==> src/rtl/home_pkg.sv <==
// Shared definitions for the smart-home command path: mode codes, appliance bit
// positions and the scheduler FSM encoding.
package home_pkg;

    localparam logic [3:0] MODE_LIGHT_ON   = 4'd0;
    localparam logic [3:0] MODE_LIGHT_OFF  = 4'd1;
    localparam logic [3:0] MODE_FAN_ON     = 4'd2;
    localparam logic [3:0] MODE_FAN_OFF    = 4'd3;
    localparam logic [3:0] MODE_AC_ON      = 4'd4;
    localparam logic [3:0] MODE_AC_OFF     = 4'd5;
    localparam logic [3:0] MODE_HEATER_ON  = 4'd6;
    localparam logic [3:0] MODE_HEATER_OFF = 4'd7;
    localparam logic [3:0] MODE_WASH_ON    = 4'd8;
    localparam logic [3:0] MODE_WASH_OFF   = 4'd9;
    localparam logic [3:0] MODE_ALARM_ON   = 4'd10;
    localparam logic [3:0] MODE_ALARM_OFF  = 4'd11;
    localparam logic [3:0] MODE_LAST_VALID = 4'd11;

    localparam int BIT_LIGHT       = 0;
    localparam int BIT_FAN         = 1;
    localparam int BIT_AC          = 2;
    localparam int BIT_HEATER      = 3;
    localparam int BIT_WASH        = 4;
    localparam int BIT_WATER_ALARM = 5;

    typedef enum logic [2:0] {
        ST_IDLE = 3'd0,
        ST_PRE  = 3'd1,
        ST_PGAP = 3'd2,
        ST_MAIN = 3'd3,
        ST_WAIT = 3'd4
    } state_t;

    // Shadow bit touched by a mode code (even = ON, odd = OFF).
    function automatic logic [2:0] mode_bit(input logic [3:0] m);
        return m[3:1];
    endfunction

endpackage

==> src/rtl/home_cmd_scheduler_rr_arbiter.sv <==
// Combinational round-robin picker: first set request at or above ptr, wrapping.
// The pointer itself is owned by the parent.
module rr_arbiter
    import home_pkg::*;
#(
    parameter int N  = 3,
    parameter int PW = (N > 1) ? $clog2(N) : 1
) (
    input  logic [N-1:0]  req,
    input  logic [PW-1:0] ptr,
    output logic [N-1:0]  gnt,
    output logic [PW-1:0] idx,
    output logic          vld
);

    int w_j;

    always_comb begin
        gnt = '0;
        idx = '0;
        vld = 1'b0;
        w_j = 0;
        for (int i = 0; i < N; i++) begin
            w_j = (int'(ptr) + i) % N;
            if (!vld && req[w_j]) begin
                vld      = 1'b1;
                gnt[w_j] = 1'b1;
                idx      = PW'(w_j);
            end
        end
    end

endmodule

==> src/rtl/home_cmd_scheduler.sv <==
// Round-robin command scheduler for the smart-home controller: AC/HEATER interlock,
// relay-settling gap between strobes, and a shadow copy of appliance state.
module home_cmd_scheduler
    import home_pkg::*;
#(
    parameter int N_REQ              = 3,
    parameter int GAP                = 2,
    parameter bit SUPPRESS_REDUNDANT = 1'b1
) (
    input  logic                 clk,
    input  logic                 rst,
    input  logic [N_REQ-1:0]     req,
    input  logic [4*N_REQ-1:0]   req_mode,
    output logic [N_REQ-1:0]     gnt,
    output logic                 ok_google,
    output logic [3:0]           mode,
    output logic                 busy,
    output logic                 cmd_err,
    output logic [5:0]           appliance_state
);

    localparam int             PW     = (N_REQ > 1) ? $clog2(N_REQ) : 1;
    localparam logic [3:0]     GAP_LD = 4'(GAP - 1);
    localparam logic [PW-1:0]  LAST   = PW'(N_REQ - 1);

    state_t         r_state, w_state_nxt;
    logic [PW-1:0]  r_ptr;
    logic [3:0]     r_gap_cnt, r_cmd, r_pre, r_mode;
    logic [5:0]     r_shadow;
    logic           r_ok, r_err;

    logic [N_REQ-1:0] w_arb_gnt;
    logic [PW-1:0]    w_arb_idx;
    logic             w_arb_vld;
    logic             w_xfer, w_err, w_noop, w_ilk;
    logic [3:0]       w_cmd, w_ilk_code;
    logic             w_ok_nxt, w_err_nxt;
    logic [3:0]       w_mode_nxt;

    rr_arbiter #(.N(N_REQ), .PW(PW)) u_arb (
        .req (req),
        .ptr (r_ptr),
        .gnt (w_arb_gnt),
        .idx (w_arb_idx),
        .vld (w_arb_vld)
    );

    assign gnt    = (r_state == ST_IDLE && !rst && w_arb_vld) ? w_arb_gnt : '0;
    assign w_xfer = |(req & gnt);
    assign w_cmd  = req_mode[4*w_arb_idx +: 4];

    // Error check first: codes above 11 would index past the shadow register.
    assign w_err      = (w_cmd > MODE_LAST_VALID);
    assign w_noop     = SUPPRESS_REDUNDANT && !w_err && (r_shadow[mode_bit(w_cmd)] == ~w_cmd[0]);
    assign w_ilk      = (w_cmd == MODE_AC_ON     && r_shadow[BIT_HEATER]) ||
                        (w_cmd == MODE_HEATER_ON && r_shadow[BIT_AC]);
    assign w_ilk_code = (w_cmd == MODE_AC_ON) ? MODE_HEATER_OFF : MODE_AC_OFF;

    always_ff @(posedge clk) begin
        if (rst) r_state <= ST_IDLE;
        else     r_state <= w_state_nxt;
    end

    always_comb begin
        w_state_nxt = r_state;
        case (r_state)
            ST_IDLE: if (w_xfer && !w_err && !w_noop) w_state_nxt = w_ilk ? ST_PRE : ST_MAIN;
            ST_PRE:  w_state_nxt = (GAP > 0) ? ST_PGAP : ST_MAIN;
            ST_PGAP: if (r_gap_cnt == 4'd0) w_state_nxt = ST_MAIN;
            ST_MAIN: w_state_nxt = (GAP > 0) ? ST_WAIT : ST_IDLE;
            ST_WAIT: if (r_gap_cnt == 4'd0) w_state_nxt = ST_IDLE;
            default: w_state_nxt = ST_IDLE;
        endcase
    end

    // Strobe and code are computed for the state being entered so they register alongside it.
    always_comb begin
        w_ok_nxt   = (w_state_nxt == ST_PRE) || (w_state_nxt == ST_MAIN);
        w_err_nxt  = (r_state == ST_IDLE) && w_xfer && w_err;
        w_mode_nxt = r_cmd;
        if (w_state_nxt == ST_PRE)    w_mode_nxt = w_ilk_code;
        else if (r_state == ST_IDLE)  w_mode_nxt = w_cmd;
    end

    always_ff @(posedge clk) begin
        if (rst) begin
            r_ptr     <= '0;
            r_gap_cnt <= '0;
            r_cmd     <= '0;
            r_pre     <= '0;
            r_shadow  <= '0;
            r_ok      <= 1'b0;
            r_err     <= 1'b0;
            r_mode    <= '0;
        end else begin
            r_ok  <= w_ok_nxt;
            r_err <= w_err_nxt;
            if (w_ok_nxt) r_mode <= w_mode_nxt;
            if (w_xfer) begin
                r_ptr <= (w_arb_idx == LAST) ? '0 : w_arb_idx + PW'(1);
                r_cmd <= w_cmd;
                r_pre <= w_ilk_code;
            end
            if ((r_state == ST_PRE || r_state == ST_MAIN) && GAP > 0) r_gap_cnt <= GAP_LD;
            else if (r_gap_cnt != 4'd0)                              r_gap_cnt <= r_gap_cnt - 4'd1;
            if (r_state == ST_PRE)  r_shadow[mode_bit(r_pre)] <= ~r_pre[0];
            if (r_state == ST_MAIN) r_shadow[mode_bit(r_cmd)] <= ~r_cmd[0];
        end
    end

    assign ok_google       = r_ok;
    assign mode            = r_mode;
    assign cmd_err         = r_err;
    assign busy            = (r_state != ST_IDLE);
    assign appliance_state = r_shadow;

endmodule

==> config.mk <==
export PLATFORM = sky130hd
export DESIGN_NAME = home_cmd_scheduler
export DESIGN_NICKNAME = d
export VERILOG_FILES = /design/src/rtl/home_pkg.sv /design/src/rtl/home_cmd_scheduler_rr_arbiter.sv /design/src/rtl/home_cmd_scheduler.sv
export SDC_FILE = /design/constraint.sdc
export NUM_CORES = 1
export LEC_CHECK = 0
export ABC_AREA = 1
export CORE_UTILIZATION = 35
export CTS_CLUSTER_SIZE = 40
export DETAILED_ROUTE_END_ITERATION = 8
export HOLD_SLACK_MARGIN = 0.03
export PLACE_DENSITY_LB_ADDON = 0.12
export SLEW_MARGIN = 0
export SYNTH_ARGS = -nofsm -noshare
export SYNTH_HDL_FRONTEND = slang
export SYNTH_SLANG_ARGS = --single-unit
==> constraint.sdc <==
create_clock -name clk -period 3 [get_ports clk]
set_input_delay 0.45 -clock clk [delete_from_list [all_inputs] [get_ports clk]]
set_output_delay 0.45 -clock clk [all_outputs]
set_load 0.01 [all_outputs]
## Word-level counts from Yosys, hierarchy flattened

Index checks and enable logic that the tools add are counted.

- Bits of input ports: 17
- Output and inout bits: 16
- Bits in registers: 29

- Div/mod/pow operators: 3
- Multiplexer cells: 47
- Eq/ne operators: 10
- Shift operators: 1
- $lt $le $gt $ge: 12
- Bitwise gates (word level): 6
- $add $sub $neg: 4
- Reduce and logical (&&, ||, !) cells: 31

Operators by type and width:

| operator | number |
|---|---|
| greater-or-equal comparator 32 x 1 -> 1 bit, second input constant | 3 |
| < comparator 32 x 4 -> 1 bit, second input constant | 3 |
| modulo 32 x 3 -> 32 bit, second input constant | 2 |
| modulo 3 x 3 -> 32 bit, second input constant | 1 |
| two-way mux 3 bit | 7 |
| two-way mux 6 bit | 3 |
| two-way mux 1 bit | 17 |
| logical AND 1 bit | 16 |
| one-hot mux 3 bit (5 select lines) | 1 |
| bitwise mux 6 bit | 2 |
| < comparator 3 x 4 -> 1 bit, second input constant | 3 |
| two-way mux 2 bit | 6 |
| variable part select 12 x 5 -> 4 bit | 1 |
| == test 3 x 2 -> 1 bit, second input constant | 3 |
| == test 4 x 3 -> 1 bit, second input constant | 2 |
| two-way mux 4 bit | 2 |
| binary-select mux 1 bit (select 2 bit) | 3 |
| demux 1 bit (select 2 bit) | 3 |
| demux 1 bit (select 3 bit) | 2 |
| == test 3 x 1 -> 1 bit, second input constant | 2 |
| greater-or-equal comparator 3 x 1 -> 1 bit, second input constant | 2 |
| OR 3 bit | 2 |
| zero test 1 bit | 5 |
| > comparator 4 bit, second input constant | 1 |
| other kinds (18) | 22 |

## Depth between registers and ports, before layout

Gate-level depths: netlist (run 1).

- Depth after elaboration: 22
- Mapped depth: 25
- Mapped depth without buffers: 25

## Cells and area by module

A second synthesis (run 1) with hierarchy kept.

- Cell total of the unflattened synthesis: 273
- Area, all modules: 1766.7 sq um

By module, submodules not included:

| module | instances | sequential area each (sq um) | area an instance (sq um) | cells each |
|---|---|---|---|---|
| home_cmd_scheduler | 1 | 540.5 | 1446.4 | 212 |
| rr_arbiter | 1 | 0.0 | 320.3 | 61 |

## Worst setup path before layout (run 1)

OpenSTA, ideal clock, no wires.

- Path kind: reg2reg
- Start: register r_ptr[0]
- End: register r_mode[1], in the netlist mode[1]
- Data required time: 2883 ps
- Slack: 507 ps
- Arrival time: 2376 ps
- Period minus slack after synthesis: 2493 ps
- Cell stages (with the launch flop): 17
- Path buffers: 0
- Cells stage by stage: dfxtp_1 -> inv_1 -> ha_1 -> inv_1 -> nand3_2 -> nand2_2 -> nand4_2 -> a21oi_1 -> nand2_1 -> nand3_2 -> inv_2 -> a21oi_1 -> nand3_2 -> nand3_1 -> nand2_1 -> nor2_1 -> nor2_1

- Elaborated cells on any way between the ends: 73

RTL lines:

| item | RTL line | source |
|---|---|---|
| start, declared | home_cmd_scheduler.sv:27 | `logic [PW-1:0] r_ptr;` |
| start signal, assigned | home_cmd_scheduler.sv:100 | `r_ptr <= (w_arb_idx == LAST) ? '0 : w_arb_idx + PW'(1);` |
| parallel branches: the longest is 12 deep, another holds modulo 32 x 3 -> 32 bit | n/a |  |
| two-way mux 3 bit * | home_cmd_scheduler.sv:48 | `assign gnt = (r_state == ST_IDLE && !rst && w_arb_vld) ? w_arb_gnt : '0;` |
| named net gnt[2] | home_cmd_scheduler.sv:14 | `output logic [N_REQ-1:0] gnt,` |
| bitwise AND 3 bit * | home_cmd_scheduler.sv:49 | `assign w_xfer = \|(req & gnt);` |
| OR reduction 3 bit * | home_cmd_scheduler.sv:49 |  |
| logical AND 1 bit * (2 in series) | home_cmd_scheduler.sv:67 | `ST_IDLE: if (w_xfer && !w_err && !w_noop) w_state_nxt = w_ilk ? ST_PRE : ST_MAIN;` |
| two-way mux 3 bit * | home_cmd_scheduler.sv:67 |  |
| one-hot mux 3 bit (5 select lines) * | home_cmd_scheduler.sv:66 | `case (r_state)` |
| == test 3 x 1 -> 1 bit / == test 3 x 2 -> 1 bit (equally long branches) | home_cmd_scheduler.sv:78, home_cmd_scheduler.sv:81 |  |
| two-way mux 4 bit / logical OR 1 bit (equally long branches) | home_cmd_scheduler.sv:81, home_cmd_scheduler.sv:78 |  |
| end signal, assigned | home_cmd_scheduler.sv:98 | `if (w_ok_nxt) r_mode <= w_mode_nxt;` |
| end, declared | home_cmd_scheduler.sv:28 | `logic [3:0] r_gap_cnt, r_cmd, r_pre, r_mode;` |

Mark *: on every way through the listed nets, which the timed path passes. The select of a mux whose other input is x is not followed.
A chain may end at the register's enable or synchronous reset.

## Worst setup path in the final report (run 1)

- Start: register r_ptr[0]
- End: output port gnt[0]

- Longest elaborated chain between the ends: 13
- Elaborated cells on any way between the ends: 43

RTL lines:

| item | RTL line |
|---|---|
| parallel branches: the longest is 12 deep, another holds modulo 32 x 3 -> 32 bit | n/a |
| two-way mux 3 bit * | home_cmd_scheduler.sv:48 |
| end, declared | home_cmd_scheduler.sv:14 |

Every way passes the cells marked *. The select of a mux whose other input is x is not followed.

==> flow_summary.ini, run 1 <==
[critical_path]
crit_fanout = 5
end_kind = output port
path_cells = inv_1 -> ha_2 -> nand3_1 -> inv_2 -> a21oi_4 -> nand4_1 -> nand3_1 -> o21ba_2 -> clkdlybuf4s50_1
crit_arrival_ns = 2.42
criticalPathCategory = flip-flop to output port
cp_common_cell = nand3_1
startpoint_type = flip-flop
cp_data_required_time_ns = 2.55
critPathSlowestCell = clkdlybuf4s50_1
max_stage_delay_ns = 0.47

[placed_design]
globalplace.congestion = 0.9538
post_dp_cell_area_um2 = 2266
place_hpwl_mm = 3.618
io_buffers = 32
pre_cts_slack_ns = 0.1019

[routing]
via_per_inst = 4.789
dr.pass1.iters = 4
drt_iter0_drc = 82
routed_wl_mm = 4.563
vias = 1834
wl_per_cell_um = 11.91
antenna_left = 0
drc = 0

[finish]
drive_above_1_share_pct = 15.97
n_antenna_cell = 0
layout.nets = 336
final_cell_area_um2 = 2335
finish.utilization_pct = 46.01
synthToLayoutAreaGrowth_pct = 26.94

[synth]
post_synth.cell_area_avg_um2 = 6.664
synth_compound_area_share_pct = 15.37
synth.most_common_cell = nand2_1
synth_nets = 298
syn_area_um2 = 1839
yosys_register_bits = 27
yosysTopAreaCell = dfxtp_1
ys.flop_type = dfxtp_1
synth_seq_area_share_pct = 29.39
synth.area.top_cells = dfxtp_1, nand3_1, nand2_1, inv_1, a21oi_1
synth-edff-count = 0
synth_xor_area_share_pct = 0.9524
synthTopCellsByCount = nand2_1, inv_1, nand3_1, dfxtp_1
syn_inst = 276
postSynth.asyncResetShare_pct = 0
synth_cell_type_count = 30
yosysTopAreaCellShare_pct = 29.39
synthAdderAreaFrac_pct = 3.401
ys_warn_count = 0
synth_mux_area_share_pct = 0.6122
synth_top_family_by_area = simple AND/OR/NAND/NOR gates
synth-simple-area-share_pct = 39.52

[sta]
finalHoldViolations = 0
min_period_ns = 2.869
slew_headroom_pct = 77.92
fin_crit_sh_pct = 95.62
slew_violations = 0
max_freq_mhz = 348.6
worstMarginPinSlew_ns = 0.3290
fin_ws_ns = 0.1313
finalSetupViolations = 0
rsz0062_at_grt = false
final.setup.tns_ns = 0
skew_ns = 0.01366
hold_ws_ns = 0.4682

[global_route]
grt_max_degree = 17
grt_pass1_wl_mm = 7.452
antenna_found_initial = 0
grt_usage_pct = 17.55
first_global_vias = 1624
grt-ovfl-total = 0

[clocking]
holdBufCountCts = 0
cts_max_level = 1
cts_buffers = 3
clk_latency_ns = 0.28
path_clk_slew_ns = 0.10
cts_buffer_depth = 2
cts-root-buf = clkbuf_8
tritoncts = yes
cts.sinks = 27
cts_setup_buffers = 0

[pwr]
vdd_drop_max_uv = 523.1
p_leak_nw = 0.9821
p_per_area_nw_per_um2 = 1090

[run_status]
status = completed

[floorplanning]
initial_utilization_pct = 36.24
die_h_um = 74.49
core_area_um2 = 5075
dieWidth_um = 74.49
die_area_um2 = 5549
boundaryPins = 33
fp-row-count = 26

[run]
max_cap_violations = 0

[hold_path]
min_path_type = flip-flop to flip-flop
cells in the final DEF (no fill, tap or decap), drive strengths merged:
cell type and count:
buf 4, nand2 64, clkdlybuf4s50 32, clkbuf 3
o22ai 1, mux2 1, o21ai 21, o21ba 1
clkinvlp 1, ha 5, nand3 41, a311oi 2
xnor2 1, nor3 3, nand4 8, a211oi 3
xor2 1, nor2 21, nand3b 1, or2 1
dfxtp 27, inv 49, a21oi 22
state kept, by name, indices dropped and copies added (netlist names), 2 cells and up:
register,flops
r_state,3
r_pre,2
mode,4
r_gap_cnt,4
appliance_state,6
r_cmd,4
r_ptr,2
power by group:
group	internal [mW]	switching [mW]	total [mW]
Sequential	0.471	0.0877	0.559
Combinational	0.641	1.13	1.77
Clock	0.0944	0.119	0.213
critical path, delay by kind of cell (launching register included):
family	cells	cell delay, ns
buffers and inverters	3	0.60
flip-flops	1	0.36
AO/OA/AOI/OAI	2	0.42
adder cells (fa/ha/maj)	1	0.34
AND/OR/NAND/NOR	3	0.43
area by class of cell:
class / count / area (µm²)
Multi-Input combinational cell: 197 / 1120
Timing Repair Buffer: 36 / 350.3
Inverter: 49 / 186.4
Tap cell: 70 / 87.58
Clock inverter: 1 / 7.507
Sequential cell: 27 / 541.8
Clock buffer: 3 / 41.29
Fill cell: 557 / 2740
metal layers:
layer / part of all wire, % / track usage (%)
met2: 43 / 26.93
met3: 3.8 / 2.304
met4: 1.4 / 5.451
met5: 0 / 0
met1: 52 / 25.39
cells by family (layout without fill, tap and decap cells):
kind of cell,Yosys count,count (layout)
buffers and inverters,52,89
muxes,1,1
xor gates and xnor gates,2,2
and+or+nand+nor,139,139
adders and majority gates,5,5
AOI/OAI and AO/OA,50,50
DFF,27,27
path summary, 6_finish.rpt:
check | startpoint | to | slack [ns] | cells past startpoint
worst max register to register | r_ptr[0] | mode[0] | 0.32 | 18
worst min-delay path | mode[3] | mode[3] | 0.47 | 2
worst max-delay path | r_ptr[0] | gnt[0] | 0.13 | 9
worst min register to register | mode[3] | mode[3] | 0.47 | 2
through the flow:
stage	power, mW	cells
after CTS	2.509	383
after global routing	2.801	383
after floorplan	1.833	276
after global placement	2.298	379
final	2.544	383
after detailed placement	2.287	379
repair_timing:
| action | CTS | global route |
|---|---|---|
| gates resized for setup | 0 | 6 |
| hold endpoints to repair | 0 | 0 |
| endpoints found under the setup margin | 0 | 7 |
(Power assumes the default switching activity.)
==> run 2: changes to the inputs <==
--- a/config.mk
+++ b/config.mk
@@ -12,6 +12,8 @@
 export HOLD_SLACK_MARGIN = 0.03
 export PLACE_DENSITY_LB_ADDON = 0.12
+export REMOVE_ABC_BUFFERS = 1
 export SLEW_MARGIN = 0
 export SYNTH_ARGS = -nofsm -noshare
 export SYNTH_HDL_FRONTEND = slang
 export SYNTH_SLANG_ARGS = --single-unit
+export TNS_END_PERCENT = 50
==> constraint.sdc (replaced) <==
create_clock -name clk -period 3 [get_ports clk]
set_input_delay 0.3 -clock clk [delete_from_list [all_inputs] [get_ports clk]]
set_output_delay 0.3 -clock clk [all_outputs]
set_load 0.01 [all_outputs]
==> run 2 against run 1 <==
Against the previous run:
- worst setup slack improved by 0.080 ns
- die area unchanged
- register-to-register slack worse by 0.07 ns
- largest cell class unchanged
==> flow_summary.ini, run 2 (synthesized netlist as in run 1, its figures left out) <==
[finish]
layout.nets = 335
stdcell_count = 382
final.fill_count = 554
final_cell_mix = nand2_1, inv_1, nand3_1
largest_reg_flops = 6
synthToLayoutAreaGrowth_pct = 25.44
seq_area_um2 = 540.5
layout_commonest_cell = nand2_1
drive_above_1_share_pct = 14.10
n_antenna_cell = 0
multiInputGateArea_um2 = 1105

[critical_path]
end_kind = output port
startpoint_type = flip-flop
cp_data_required_time_ns = 2.70
crit_fanout = 5
crit_arrival_ns = 2.49
criticalPathCategory = flip-flop to output port

[sta]
fin_ws_ns = 0.2117
min_period_ns = 2.788
fin_crit_sh_pct = 92.94
rsz0062_at_grt = true
finalHoldViolations = 0
worstMarginPinSlew_ns = 0.3461
slew_headroom_pct = 76.84
slew_violations = 0
skew_ns = 0.003590
finalSetupViolations = 0
max_freq_mhz = 358.6

[global_route]
grt_usage_pct = 17.38
antenna_found_initial = 0
first_global_vias = 1629
grt_max_degree = 15
grt-ovfl-total = 0
grt_pass1_wl_mm = 7.403

[clocking]
cts_buffer_depth = 2
clk_latency_ns = 0.27
holdBufCountCts = 0
path_clk_slew_ns = 0.09
cts_max_level = 1
cts_buffers = 3
cts.sinks = 27
tritoncts = yes
cts-root-buf = clkbuf_8

[placed_design]
dp_cells = 378
place_hpwl_mm = 3.734
globalplace.congestion = 0.8845
io_buffers = 32
pre_cts_slack_ns = 0.1982

[floorplanning]
core_area_um2 = 5075
fp-row-count = 26
die_h_um = 74.49
boundaryPins = 33
initial_utilization_pct = 36.24
die_area_um2 = 5549
dieWidth_um = 74.49

[run]
max_cap_violations = 0

[routing]
drt_iter0_drc = 65
vias = 1820
routed_wl_mm = 4.667
antenna_left = 0
drc = 0
wl_per_cell_um = 12.22
via_per_inst = 4.764
dr.pass1.iters = 4

[pwr]
vdd_drop_max_uv = 355.6
p_leak_nw = 0.9830
p_per_area_nw_per_um2 = 1082

[run_status]
status = completed

[hold_path]
min_path_type = flip-flop to flip-flop
-- run 2: per-layer routing --
layer  vias to the layer above  routed length, µm  share of wire, %  track usage (%)
met3                         4                155               3.3            2.033
li1                        983                  -                 -                -
met5                         -                  0                 0                0
met4                         0                 38              0.81            4.193
met2                        33               2055                44            28.63
met1                       800               2417                52            24.16
-- run 2: what timing repair did --
action	CTS	global route
resized for setup	0	1
buffers inserted	0	0
setup endpoints to repair	0	2
-- run 2: where the power goes --
group / internal [mW] / switching (mW)
clock network: 0.0950 / 0.109
logic: 0.621 / 1.11
registers: 0.470 / 0.0907
total: 1.19 / 1.31
-- run 2: layout make-up --
type / instances / share of cell area (%)
multi-input combinational: 197 / 47.89
sequential: 27 / 23.43
timing repair buffer: 35 / 14.86
inverter: 49 / 8.080
tap: 70 / 3.796
clock buffer: 4 / 1.952
-- run 2: path summary, 6_finish.rpt --
kind	start	to	slack, ns	cells past startpoint
setup / recovery	r_ptr[0]	gnt[2]	0.21	8
hold reg to reg	mode[3]	mode[3]	0.46	2
hold / removal	mode[3]	mode[3]	0.46	2
setup reg to reg	r_ptr[0]	mode[0]	0.25	20
-- run 2: through the flow --
stage	utilization (%)	setup TNS [ns]	area [µm²]	power [mW]	hold WS, ns
after CTS	45.39	0	2303	2.508	0.4693
after global routing	45.46	-0.003395	2307	2.752	0.4804
final	45.46	0	2307	2.497	0.4645
after global placement	44.50	0	2258	2.296	0.4522
after detailed placement	44.50	0	2258	2.292	0.4549
after floorplan	-	0	1828	1.826	0.3691
-- run 2: worst max-delay path, stage by stage, from the launching register on --
cell and delay (ns):
dfxtp_1 0.39, inv_1 0.08, ha_1 0.35, nand3_1 0.14, inv_2 0.07, a21oi_4 0.20, nand4_2 0.16, a21oi_1 0.24
clkdlybuf4s50_1 0.57
==> run 3: changes to the inputs <==
--- a/config.mk
+++ b/config.mk
@@ -7,4 +7,5 @@
 export LEC_CHECK = 0
 export ABC_AREA = 1
+export CAP_MARGIN = 0
 export CORE_UTILIZATION = 35
 export CTS_CLUSTER_SIZE = 40
==> constraint.sdc (replaced) <==
create_clock -name clk -period 3 [get_ports clk]
set_input_delay 0.3 -clock clk [delete_from_list [all_inputs] [get_ports clk]]
set_output_delay 0.3 -clock clk [all_outputs]
set_load 0.1 [all_outputs]
==> run 3 against run 2 <==
Against the previous run:
- global-route usage increased by 0.76 points
- sequential share of layout area decreased by 0.35 points
- count of clock-buffer cells in the layout decreased by 1
- sequential cell count unchanged
==> flow_summary.ini, run 3 (synthesized netlist as in run 1, its figures left out) <==
[routing]
antenna_left = 0
drc = 0
vias = 1838
via_per_inst = 4.774
routed_wl_mm = 4.825
wl_per_cell_um = 12.53
dr.pass1.iters = 4
drt_iter0_drc = 77

[placed_design]
pre_cts_slack_ns = 0.2448
place_hpwl_mm = 3.879
io_buffers = 32
globalplace.congestion = 0.8951

[floorplanning]
core_area_um2 = 5075
fp-row-count = 26
die_h_um = 74.49
boundaryPins = 33
dieWidth_um = 74.49
initial_utilization_pct = 36.24
die_area_um2 = 5549

[hold_path]
holdPathEnd = mode[3]
min_path_type = flip-flop to flip-flop
hold_start = mode[3]
worstHoldPathCells = 2

[critical_path]
cp_data_required_time_ns = 3.18
max_stage_delay_ns = 0.39
r2r-start = r_ptr[0]
critPathSlowestCell = dfxtp_1
rrSetupSlack_ns = 0.27
end_kind = flip-flop
crit_arrival_ns = 2.91
startpoint_type = flip-flop
crit_fanout = 7
critical_path.top_delay_family = simple AND/OR/NAND/NOR gates
criticalPathCategory = flip-flop to flip-flop
cp.buffers_inverters = 4
r2r_end = mode[1]
reg2reg_depth = 20
path_cells = inv_1 -> ha_1 -> nand3_1 -> inv_2 -> a21oi_4 -> nand4_2 -> nand2_4 -> inv_4 -> nand3_2 -> nand2_2 -> inv_2 -> nand3_1 -> nand2_1 -> nand4_1 -> nand2_2 -> nand3_2 -> nand3_1 -> nand2_1 -> nor2_1 -> nor2_1
cp_common_cell = nand3_1

[clocking]
tritoncts = yes
path_clk_slew_ns = 0.10
cts_buffers = 3
cts-root-buf = clkbuf_8
cts_setup_buffers = 0
cts_max_level = 1
cts_buffer_depth = 2
clk_latency_ns = 0.28
cts.sinks = 27

[global_route]
first_global_vias = 1695
grt_usage_pct = 18.14
grt_pass1_wl_mm = 7.686
grt_max_degree = 18
grt-ovfl-total = 0
antenna_found_initial = 0

[run_status]
status = completed

[sta]
rsz0062_at_grt = false
finalSetupViolations = 0
slew_headroom_pct = 34.64
worstMarginPinSlew_ns = 0.9773
fin_crit_sh_pct = 91.09
fin_ws_ns = 0.2674
skew_ns = 0.003571
min_period_ns = 2.733
hold_ws_ns = 0.4657
max_freq_mhz = 366.0
slew_violations = 0
finalHoldViolations = 0

[finish]
finish.utilization_pct = 46.15
layout_commonest_cell = nand2_1
synthToLayoutAreaGrowth_pct = 27.35
multiInputGateArea_um2 = 1105
n_antenna_cell = 0
final.fill_count = 537
final_cell_mix = nand2_1, inv_1, nand3_1
largest_reg_flops = 6
seq_area_um2 = 540.5
layout.nets = 338
drive_above_1_share_pct = 19.37

[run]
max_cap_violations = 0
[run 3: changes by cell type in the layout (fill, tap and decap cells not counted), sizes merged]
cell	change
inv	+1
clkbuf	-1
buf	+15
clkdlybuf4s50	-12
[run 3: final cells by class]
cell class | count | share of cell area [%]
multi-input combinational | 197 | 47.17
clock inverter | 1 | 0.3739
sequential | 27 | 23.08
timing repair buffer | 38 | 15.92
tap | 70 | 3.739
inverter | 49 | 7.959
clock buffer | 3 | 1.763
[run 3: per-layer routing]
layer  vias to the layer above  track usage [%]  part of all wire [%]
met5                         -                0                     0
met4                         0            4.822                  0.77
met3                         4            2.575                   4.5
met2                        33            29.33                    44
met1                       818            25.23                    51
li1                        983                -                     -
[run 3: repair_timing]
item	in CTS	in global routing
hold buffers	0	0
setup endpoints to repair	0	2
resized for setup	0	2
[run 3: tightest hold or removal path, cell delays in order, from the launching register on]
cell	delay, ns
dfxtp_1	0.32
nand2_1	0.06
a21oi_1	0.05
[run 3: worst max-delay path by stage]
stage / endpoint / depth (start not counted) / start / slack, ns
after floorplan: mode[1] / 14 / r_state[1] / -1.16
after global placement: mode[1] / 18 / req[2] / 0.24
after detailed placement: mode[0] / 20 / req[2] / 0.24
after CTS: mode[0] / 18 / r_ptr[0] / 0.28
after global routing: mode[1] / 20 / r_ptr[0] / 0.0009
final: mode[1] / 20 / r_ptr[0] / 0.27
[run 3: stage by stage]
stage	TNS [ns]	area (µm²)	cells
global route	0	2342	385
CTS	0	2338	385
floorplan	-14.31	1828	273
detailed placement	0	2288	381
global placement	0	2288	381
finish	0	2342	385
Power of run 3 is not shown: default switching activity piles up to over one toggle a cycle in this logic, so the estimate is an artifact.
